<file path="config.mk">
export PLATFORM = sky130hd
export DESIGN_NAME = aes256_byte_collector
export DESIGN_NICKNAME = d
export VERILOG_FILES = /design/src/rtl/aes256_pkg.sv /design/src/rtl/aes256_block_fifo.sv /design/src/rtl/aes256_byte_collector.sv
export SDC_FILE = /design/constraint.sdc
export NUM_CORES = 1
export LEC_CHECK = 0
export CAP_MARGIN = 20
export CORE_ASPECT_RATIO = 0.5
export CORE_MARGIN = 2
export CORE_UTILIZATION = 50
export DETAILED_ROUTE_END_ITERATION = 7
export DONT_BUFFER_PORTS = 1
export SKIP_LAST_GASP = 1
export SLEW_MARGIN = 25
export SYNTH_ARGS = -nofsm -noshare
export SYNTH_HDL_FRONTEND = slang
export SYNTH_SLANG_ARGS = --single-unit
</file>
<file path="constraint.sdc">
create_clock -name clk -period 2.4 [get_ports clk]
set_input_delay 0.36 -clock clk [delete_from_list [all_inputs] [get_ports clk]]
set_output_delay 0.36 -clock clk [all_outputs]
set_load 0.01 [all_outputs]
</file>
<file path="src/rtl/aes256_pkg.sv">
`default_nettype none
// ============================================================================
//  Module      : aes256_pkg
//  Description : Shared AES-256 datapath constants and types, used by the
//                loading front end and the ciphertext byte collector.
//  Revision    : 1.0 - initial release
// ============================================================================
package aes256_pkg;

    localparam int AES_BLOCK_BITS  = 128;
    localparam int AES_BLOCK_BYTES = 16;

    typedef logic [AES_BLOCK_BITS-1:0] aes_block_t;
    typedef logic [7:0]                aes_byte_t;

endpackage : aes256_pkg
`default_nettype wire

</file>
<file path="src/rtl/aes256_block_fifo.sv">
`default_nettype none
// ============================================================================
//  Module      : aes256_block_fifo
//  Description : Synchronous FIFO of DEPTH 128-bit AES blocks. The head entry
//                is presented combinationally from the read pointer. A push
//                into a full FIFO is only honoured together with a pop.
//  Revision    : 1.0 - initial release
// ============================================================================
module aes256_block_fifo
    import aes256_pkg::*;
#(
    parameter int DEPTH = 2
) (
    input  logic                       clk,
    input  logic                       i_rst_n,
    input  logic                       i_push,
    input  aes_block_t                 i_data,
    input  logic                       i_pop,
    output logic                       o_full,
    output logic                       o_empty,
    output logic [$clog2(DEPTH):0]     o_level,
    output aes_block_t                 o_head
);

    localparam int c_PTR_W = $clog2(DEPTH);
    localparam int c_LVL_W = c_PTR_W + 1;

    aes_block_t           r_mem [DEPTH];
    logic [c_PTR_W-1:0]   r_wr_ptr;
    logic [c_PTR_W-1:0]   r_rd_ptr;
    logic [c_LVL_W-1:0]   r_level;

    logic                 w_full;
    logic                 w_empty;
    logic                 w_do_push;
    logic                 w_do_pop;
    logic [c_PTR_W-1:0]   w_wr_ptr_nxt;
    logic [c_PTR_W-1:0]   w_rd_ptr_nxt;
    logic [c_LVL_W-1:0]   w_level_nxt;

    // Qualify push/pop against occupancy and compute next pointers and level
    always_comb begin
        w_full       = (r_level == c_LVL_W'(DEPTH));
        w_empty      = (r_level == '0);
        w_do_pop     = i_pop && !w_empty;
        w_do_push    = i_push && (!w_full || w_do_pop);
        w_wr_ptr_nxt = r_wr_ptr;
        w_rd_ptr_nxt = r_rd_ptr;
        w_level_nxt  = r_level;
        if (w_do_push) begin
            w_wr_ptr_nxt = r_wr_ptr + c_PTR_W'(1);
        end
        if (w_do_pop) begin
            w_rd_ptr_nxt = r_rd_ptr + c_PTR_W'(1);
        end
        if (w_do_push && !w_do_pop) begin
            w_level_nxt = r_level + c_LVL_W'(1);
        end else if (w_do_pop && !w_do_push) begin
            w_level_nxt = r_level - c_LVL_W'(1);
        end
    end

    // Pointer and level registers
    always_ff @(posedge clk or negedge i_rst_n) begin
        if (!i_rst_n) begin
            r_wr_ptr <= '0;
            r_rd_ptr <= '0;
            r_level  <= '0;
        end else begin
            r_wr_ptr <= w_wr_ptr_nxt;
            r_rd_ptr <= w_rd_ptr_nxt;
            r_level  <= w_level_nxt;
        end
    end

    // Block storage; cleared on reset so the head reads zero afterwards
    always_ff @(posedge clk or negedge i_rst_n) begin
        if (!i_rst_n) begin
            for (int i = 0; i < DEPTH; i++) begin
                r_mem[i] <= '0;
            end
        end else if (w_do_push) begin
            r_mem[r_wr_ptr] <= i_data;
        end
    end

    assign o_full  = w_full;
    assign o_empty = w_empty;
    assign o_level = r_level;
    assign o_head  = r_mem[r_rd_ptr];

endmodule : aes256_block_fifo
`default_nettype wire

</file>
<file path="src/rtl/aes256_byte_collector.sv">
`default_nettype none
// ============================================================================
//  Module      : aes256_byte_collector
//  Description : Reassembles the MSB-first serial ciphertext byte stream from
//                aes256_loading into 128-bit blocks and queues them in a small
//                FIFO for a valid/ready consumer. The upstream cannot be
//                stalled, so a block completing into a full FIFO (with no
//                simultaneous pop) is dropped and a sticky overflow is raised.
//  Revision    : 1.0 - initial release
// ============================================================================
module aes256_byte_collector
    import aes256_pkg::*;
#(
    parameter int DEPTH = 2
) (
    input  logic                       clk,
    input  logic                       pi_rst_n,
    input  logic                       pi_byte_valid,
    input  logic [7:0]                 pi_byte,
    input  logic                       pi_flush,
    input  logic                       pi_out_ready,
    output logic                       po_block_valid,
    output logic [127:0]               po_block,
    output logic [3:0]                 po_byte_count,
    output logic [$clog2(DEPTH):0]     po_fifo_level,
    output logic                       po_overflow
);

    localparam logic [3:0] c_LAST_IDX = 4'(AES_BLOCK_BYTES - 1);

    // Refuse to elaborate with an unsupported FIFO depth
    generate
        if (DEPTH < 2 || (DEPTH & (DEPTH - 1)) != 0) begin : g_depth_check
            $error("aes256_byte_collector: DEPTH must be a power of two >= 2");
        end
    endgenerate

    logic [3:0]                 r_idx;
    aes_block_t                 r_asm;
    logic                       r_overflow;

    logic [3:0]                 w_idx_nxt;
    aes_block_t                 w_asm_nxt;
    logic                       w_overflow_nxt;
    logic                       w_accept;
    logic                       w_block_done;
    aes_block_t                 w_completed;
    logic                       w_push;
    logic                       w_pop;
    logic                       w_drop;

    logic                       w_fifo_full;
    logic                       w_fifo_empty;
    logic [$clog2(DEPTH):0]     w_fifo_level;
    aes_block_t                 w_fifo_head;

    // Byte acceptance, block completion, push gating and overflow detection
    always_comb begin
        w_accept       = pi_byte_valid && !pi_flush;
        w_block_done   = w_accept && (r_idx == c_LAST_IDX);
        w_completed    = {r_asm[AES_BLOCK_BITS-1:8], pi_byte};
        w_pop          = !w_fifo_empty && pi_out_ready;
        // A full FIFO still takes the block when the head leaves on this edge
        w_push         = w_block_done && (!w_fifo_full || w_pop);
        w_drop         = w_block_done && w_fifo_full && !w_pop;
        w_overflow_nxt = r_overflow || w_drop;
    end

    // Next byte index and assembly contents; flush wins over a valid byte
    always_comb begin
        w_idx_nxt = r_idx;
        w_asm_nxt = r_asm;
        if (pi_flush) begin
            w_idx_nxt = '0;
        end else if (pi_byte_valid) begin
            w_idx_nxt = r_idx + 4'd1;
            for (int i = 0; i < AES_BLOCK_BYTES; i++) begin
                if (r_idx == 4'(i)) begin
                    w_asm_nxt[AES_BLOCK_BITS-1-8*i -: 8] = pi_byte;
                end
            end
        end
    end

    // Assembly state and sticky overflow flag
    always_ff @(posedge clk or negedge pi_rst_n) begin
        if (!pi_rst_n) begin
            r_idx      <= '0;
            r_asm      <= '0;
            r_overflow <= 1'b0;
        end else begin
            r_idx      <= w_idx_nxt;
            r_asm      <= w_asm_nxt;
            r_overflow <= w_overflow_nxt;
        end
    end

    aes256_block_fifo #(
        .DEPTH   (DEPTH)
    ) u_fifo (
        .clk     (clk),
        .i_rst_n (pi_rst_n),
        .i_push  (w_push),
        .i_data  (w_completed),
        .i_pop   (w_pop),
        .o_full  (w_fifo_full),
        .o_empty (w_fifo_empty),
        .o_level (w_fifo_level),
        .o_head  (w_fifo_head)
    );

    assign po_block_valid = !w_fifo_empty;
    assign po_block       = w_fifo_head;
    assign po_byte_count  = r_idx;
    assign po_fifo_level  = w_fifo_level;
    assign po_overflow    = r_overflow;

endmodule : aes256_byte_collector
`default_nettype wire

</file>
Word-level counts from Yosys, hierarchy flattened
Cells that the tools add are included.
{"block": "op_classes", "n_addsub": 5, "multipliers": 0, "div_mod_pow": 0, "magnitude_cmp": 3, "n_eq_ne": 16, "shift": 0, "muxes": 10, "bitwise_logic": 3, "reduce_logical": 39}
{"operator": "128-bit two-way mux", "count": 4}
{"operator": "256-bit bitwise mux", "count": 1}
{"operator": "128-bit demux with 1-bit select", "count": 1}
{"operator": "3-bit AND reduction", "count": 15}
{"operator": "4-bit == test (second input constant)", "count": 8}
{"operator": "4-bit by 3-bit == test with 1-bit output (second input constant)", "count": 4}
{"operator": "1-bit logical AND", "count": 11}
{"operator": "4-bit by 2-bit == test with 1-bit output (second input constant)", "count": 2}
{"operator": "4-bit two-way mux", "count": 2}
{"operator": "1-bit zero test", "count": 6}
{"operator": "4-bit by 1-bit adder with 4-bit output (second input constant)", "count": 1}
{"operator": "4-bit by 1-bit == test with 1-bit output (second input constant)", "count": 1}
{"operator": "2-bit greater-or-equal comparator (second input constant)", "count": 2}
{"operator": "4-bit zero test", "count": 1}
{"operator": "2-bit two-way mux", "count": 2}
{"operator": "1-bit inverter with 2-bit output", "count": 2}
{"operator": "2-bit nonzero test", "count": 2}
{"operator": "1-bit logical OR", "count": 3}
{"operator": "1-bit adder (second input constant)", "count": 2}
{"operator": "2-bit by 1-bit adder with 2-bit output (second input constant)", "count": 1}
{"operator": "2-bit == test (second input constant)", "count": 1}
{"operator": "2-bit zero test", "count": 1}
{"operator": "2-bit by 1-bit < comparator with 1-bit output (second input constant)", "count": 1}
{"operator": "2-bit by 1-bit subtractor with 2-bit output (second input constant)", "count": 1}
{"operator": "1-bit inverter", "count": 1}
{"block": "totals", "regBits": 385, "latch_bits": 0, "mem_bits_rw": 0, "rom_bits": 0, "in_bits": 13, "output_inout_bits": 136, "word_cells": 98, "memories": 0}

Logic depth before layout (Yosys ltp)
{"block": "depth", "depth_word": 10, "depth_mapped": 7, "mapped_depth_nobuf": 7}

Hierarchy
From an unflattened synthesis, not the netlist that was laid out.
{"block": "unflattened", "hier_cells": 1005, "hier_area_um2": 16266.9}
{"module": "aes256_block_fifo", "n_inst": 1, "cells_per_inst": 701, "area_per_inst_um2": 11324.6, "seq_area_each_um2": 6506.2}
{"module": "aes256_byte_collector", "n_inst": 1, "cells_per_inst": 304, "area_per_inst_um2": 4942.2, "seq_area_each_um2": 3128.0}

Worst setup path after synthesis
OpenSTA, ideal clock, no wires.
{"block": "synth_timing", "path_kind": "register to register", "startpoint": "register r_idx[0] (netlist: po_byte_count[0])", "endpoint": "register u_fifo.r_mem[135] in the netlist's numbering", "setup_time_ps": 125, "t_arrival_ps": 1685, "required_ps": 2275, "path_slack_ps": 589, "path_stages_with_launch": 7, "path_buffers": 2, "period_less_slack_ps": 1811, "path_cell_list": "dfrtp_1 > ha_1 > nand3_1 > nor4_4 > buf_12 > buf_12 > mux2_4"}
{"block": "synth_via", "elab_chain_len": 4}
{"element": "start, declared", "line_no": "aes256_byte_collector.sv:38", "text": "logic [3:0] r_idx;"}
{"element": "start signal, assigned", "line_no": "aes256_byte_collector.sv:92", "text": "r_idx <= w_idx_nxt;"}
{"element": "4-bit == test"}
{"element": "1-bit logical AND", "line_no": "aes256_byte_collector.sv:60", "text": "w_block_done = w_accept && (r_idx == c_LAST_IDX);"}
{"element": "1-bit logical AND", "line_no": "aes256_byte_collector.sv:64", "text": "w_push = w_block_done && (!w_fifo_full || w_pop);"}
{"element": "1-bit logical AND", "line_no": "aes256_block_fifo.sv:46", "text": "w_do_push = i_push && (!w_full || w_do_pop);"}
{"element": "end signal, assigned by index", "line_no": "aes256_block_fifo.sv:83", "text": "r_mem[r_wr_ptr] <= i_data;"}
{"element": "end, declared", "line_no": "aes256_block_fifo.sv:28", "text": "aes_block_t r_mem [DEPTH];"}
Every way passes these cells.
A chain may end at the register's enable or synchronous reset.

Worst setup path in the final report
{"block": "layout_timing", "startpoint": "register u_fifo.r_rd_ptr", "endpoint": "output po_block[53]"}
{"block": "layout_via", "elab_chain_len": 4}
{"element": "start, declared", "line_no": "aes256_block_fifo.sv:30", "text": "logic [c_PTR_W-1:0] r_rd_ptr;"}
{"element": "start signal, assigned", "line_no": "aes256_block_fifo.sv:71", "text": "r_rd_ptr <= w_rd_ptr_nxt;"}
{"element": "1-bit inverter with 2-bit output (implied by the code)", "line_no": "aes256_block_fifo.sv:90", "text": "assign o_head = r_mem[r_rd_ptr];"}
{"element": "128-bit two-way mux (implied by the code) (3 in series)", "line_no": "aes256_block_fifo.sv:90"}
{"element": "end, declared", "line_no": "aes256_byte_collector.sv:23", "text": "output logic [127:0] po_block,"}
Every way passes these cells. The select of a mux whose other input is x is not followed.

==> impl_metrics.py <==
metrics = {
    "setup_path": {
        "crit_required_ps": 2040,
        "reg2reg_slack_ps": 330,
        "path_max_fanout": 32,
        "arrival_ps": 1900,
        "worstSetupPathType": "flop to primary output",
        "worstRegToRegCells": 4,
        "end_kind": "primary output",
        "r2r-start": "u_fifo.o_level[0]",
        "cp-start-kind": "flop",
        "rr_endpoint": "u_fifo.r_mem[80]",
    },
    "global_routing": {
        "antenna_found_initial": 1,
        "grtUsageTotal_pct": 20.7,
        "grt_max_degree": 386,
        "grt_pass1_wl_mm": 55.4,
        "grt_overflow_total": 0,
        "grt_pass1_vias": 8930,
    },
    "run_status": {
        "status": "complete, but fails checks",
        "violations": "negative hold slack",
    },
    "routing": {
        "postRouteAntennaNets": 0,
        "met2_wirelength_mm": 16.7,
        "routed.top_layer": "met4",
        "drt_iter0_markers": 443,
        "drc": 0,
        "num_vias": 8235,
        "met1_length_mm": 16.7,
        "wirelength_mm": 35.6,
        "via_per_inst": 5.54,
        "wl_per_cell_um": 23.9,
        "met3WireLength_mm": 1.54,
        "drt_first_pass_iters": 5,
    },
    "synthesis": {
        "yosysMostFrequentCell": "mux2_2",
        "synthFlopType": "dfrtp_1",
        "synth_area_sq_um": 16800,
        "synth_nets": 1020,
        "synth_cell_type_count": 32,
        "synth_edf_count": 0,
        "syn_avg_cell_area_sq_um": 16.7,
        "ys_seq_area_share_pct": 57.5,
        "synthArstFlopShare_pct": 100,
        "ys_seq_elements": 385,
        "synth_top_area_share_pct": 57.5,
        "synth_common_cells": "mux2_2 (386), dfrtp_1 (385), mux2_4 (118)",
        "yosysTopAreaCell": "dfrtp_1",
        "synth_area_leaders": "dfrtp_1 (58%), mux2_2 (26%), mux2_4 (11%)",
        "synthCells": 1002,
        "ys_warn_count": 0,
    },
    "sta": {
        "hold_viol": 385,
        "setup_viol": 0,
        "rsz0062_at_grt": "false",
        "worst_slew_pin_slew_ps": 1030,
        "fin_worst_skew_ps": 21.4,
        "slew_viol_final": 0,
        "final.period_utilization_pct": 94.3,
        "relSlewSlack_pct": 30.8,
        "tns_ps": 0,
        "clock.fmax_mhz": 442,
        "holdWs_ps": -455,
        "period_needed_ps": 2260,
    },
    "final_layout": {
        "syn_to_final_growth_pct": 10.4,
        "finalNonFillerCells": 1487,
        "drive_above_1_share_pct": 58.0,
        "fin_nets": 1041,
    },
    "clocking": {
        "ctsHoldBuffers": 12,
        "clockRootBuffer": "clkbuf_16",
        "clk_path_buf_depth": 3,
        "ctsResizeCount": 0,
        "htree_levels": 2,
        "cts.sinks": 385,
        "clk_pin_slew_ps": 60,
        "cts_tree": "yes",
        "insertion_delay_ps": 530,
        "cts_buffers": 36,
    },
    "placed_design": {
        "place_hpwl_mm": 20.3,
        "port_buffers": 0,
        "dp.cells": 1413,
        "gp_congestion": 0.746,
    },
    "floorplan": {
        "initial_core_util_pct": 50.7,
        "num_rows": 47,
        "floorplan.die.height_um": 133,
        "die_x_um": 263,
        "io_pins": 149,
        "core-area_sq_um": 33000,
        "dieArea_sq_um": 35100,
    },
    "min_path": {
        "hold_class": "input pin to async pin",
    },
    "job": {
        "maxCapViolCount": 0,
    },
    "power": {
        "leakage_nw": 9.23,
        "power.density_nw_per_um2": 726,
        "ir_drop_mv": 0.435,
    },
}
-- worst max-delay path, cell delays in order, from the launching register on --
cell	delay, ps
dfrtp_4	670
buf_12	290
mux2_2	420
-- repair_timing --
item | CTS | global route
setup buffers | 1 | 0
endpoints found under the setup margin | 103 | 0
hold endpoints to repair | 525 | 385
-- kinds of logic after synthesis --
kind of cell	Yosys count	synth area share, %
mux	505	36.6
compound gates	1	0.0523
fa+ha+maj	5	0.373
buf+inv	57	3.38
xor+xnor	8	0.418
flops	385	57.5
simple gates	41	1.70
-- worst max path at each step --
stage | start | slack [ps] | endpoint | depth (start not counted)
floorplan | po_byte_count[0] | 590 | u_fifo.r_mem[135] | 6
finish | u_fifo.r_rd_ptr | 140 | po_block[53] | 2
global route | u_fifo.r_rd_ptr | 70 | po_block[96] | 2
global placement | po_byte_count[1] | 340 | r_asm[19] | 5
CTS | u_fifo.r_rd_ptr | 90 | po_block[78] | 2
detailed placement | u_fifo.o_level[0] | 340 | u_fifo.r_mem[71] | 4
-- sequential cells by signal, indices dropped and copies added, names as in the netlist --
register	count
po_byte_count	4
po_overflow	1
r_asm	120
u_fifo.o_level	2
u_fifo.r_mem	256
u_fifo.r_rd_ptr	1
u_fifo.r_wr_ptr	1
-- where the power goes --
group	switching [W]	leakage [nW]	internal, W
Clock	0.00239	0.606	0.00353
Combinational	0.000299	3.30	0.000347
Sequential	0.000171	5.33	0.00668
Total	0.00286	9.23	0.0106
-- layout make-up --
type / count / area (sq um)
multi-input combinational: 560 / 6550
antenna: 1 / 2.50
tap: 441 / 552
fill: 2594 / 14600
sequential: 385 / 9640
clock buffer: 55 / 1120
timing repair buffer: 38 / 515
clock inverter: 5 / 100
inverter: 2 / 7.51
-- through the flow --
| step | setup slack, ps | total power (W) | util, % | cell area (sq um) | hold slack [ps] |
|---|---|---|---|---|---|
| global route | 72.3 | 0.0139 | 55.9 | 18500 | -489 |
| detailed placement | 338 | 0.00752 | 51.7 | 17100 | 73.5 |
| floorplan | 589 | 0.00737 | - | 16800 | 64.4 |
| global placement | 344 | 0.00749 | 51.7 | 17100 | 74.2 |
| CTS | 86.2 | 0.0136 | 56.0 | 18500 | -481 |
| finish | 136 | 0.0134 | 56.0 | 18500 | -455 |
-- cells in the final DEF, fill, tap and decap left out, types with 2 or more instances in the layout --
cell           synthesis  layout
buf_12                13      17
buf_4                  3      14
bufinv_16              0       3
clkbuf_1              11       5
clkbuf_16              0      37
clkbuf_8               0      13
clkinv_2               0       2
dfrtp_1              385     384
dlygate4sd3_1          0       5
ha_1                   5       5
inv_1                  2       2
mux2_2               386     386
mux2_4               118     118
nand2_1                7       7
nand3_1                3       3
nand3b_1               2       2
nand4_1                3       3
nor2_1                 6       6
nor2_2                 4       4
nor2b_1                2       2
nor3_2                 2       2
nor3b_1                2       2
nor4_4                 2       2
xnor2_1                3       3
xor2_1                 5       5
-- layer usage --
metal | vias up | GRT usage, %
li1 | 3622 | -
met1 | 4463 | 28.8
met2 | 109 | 33.3
met3 | 41 | 4.97
met4 | 0 | 4.48
met5 | - | 0
No activity file was read; power rests on OpenSTA's default activity.
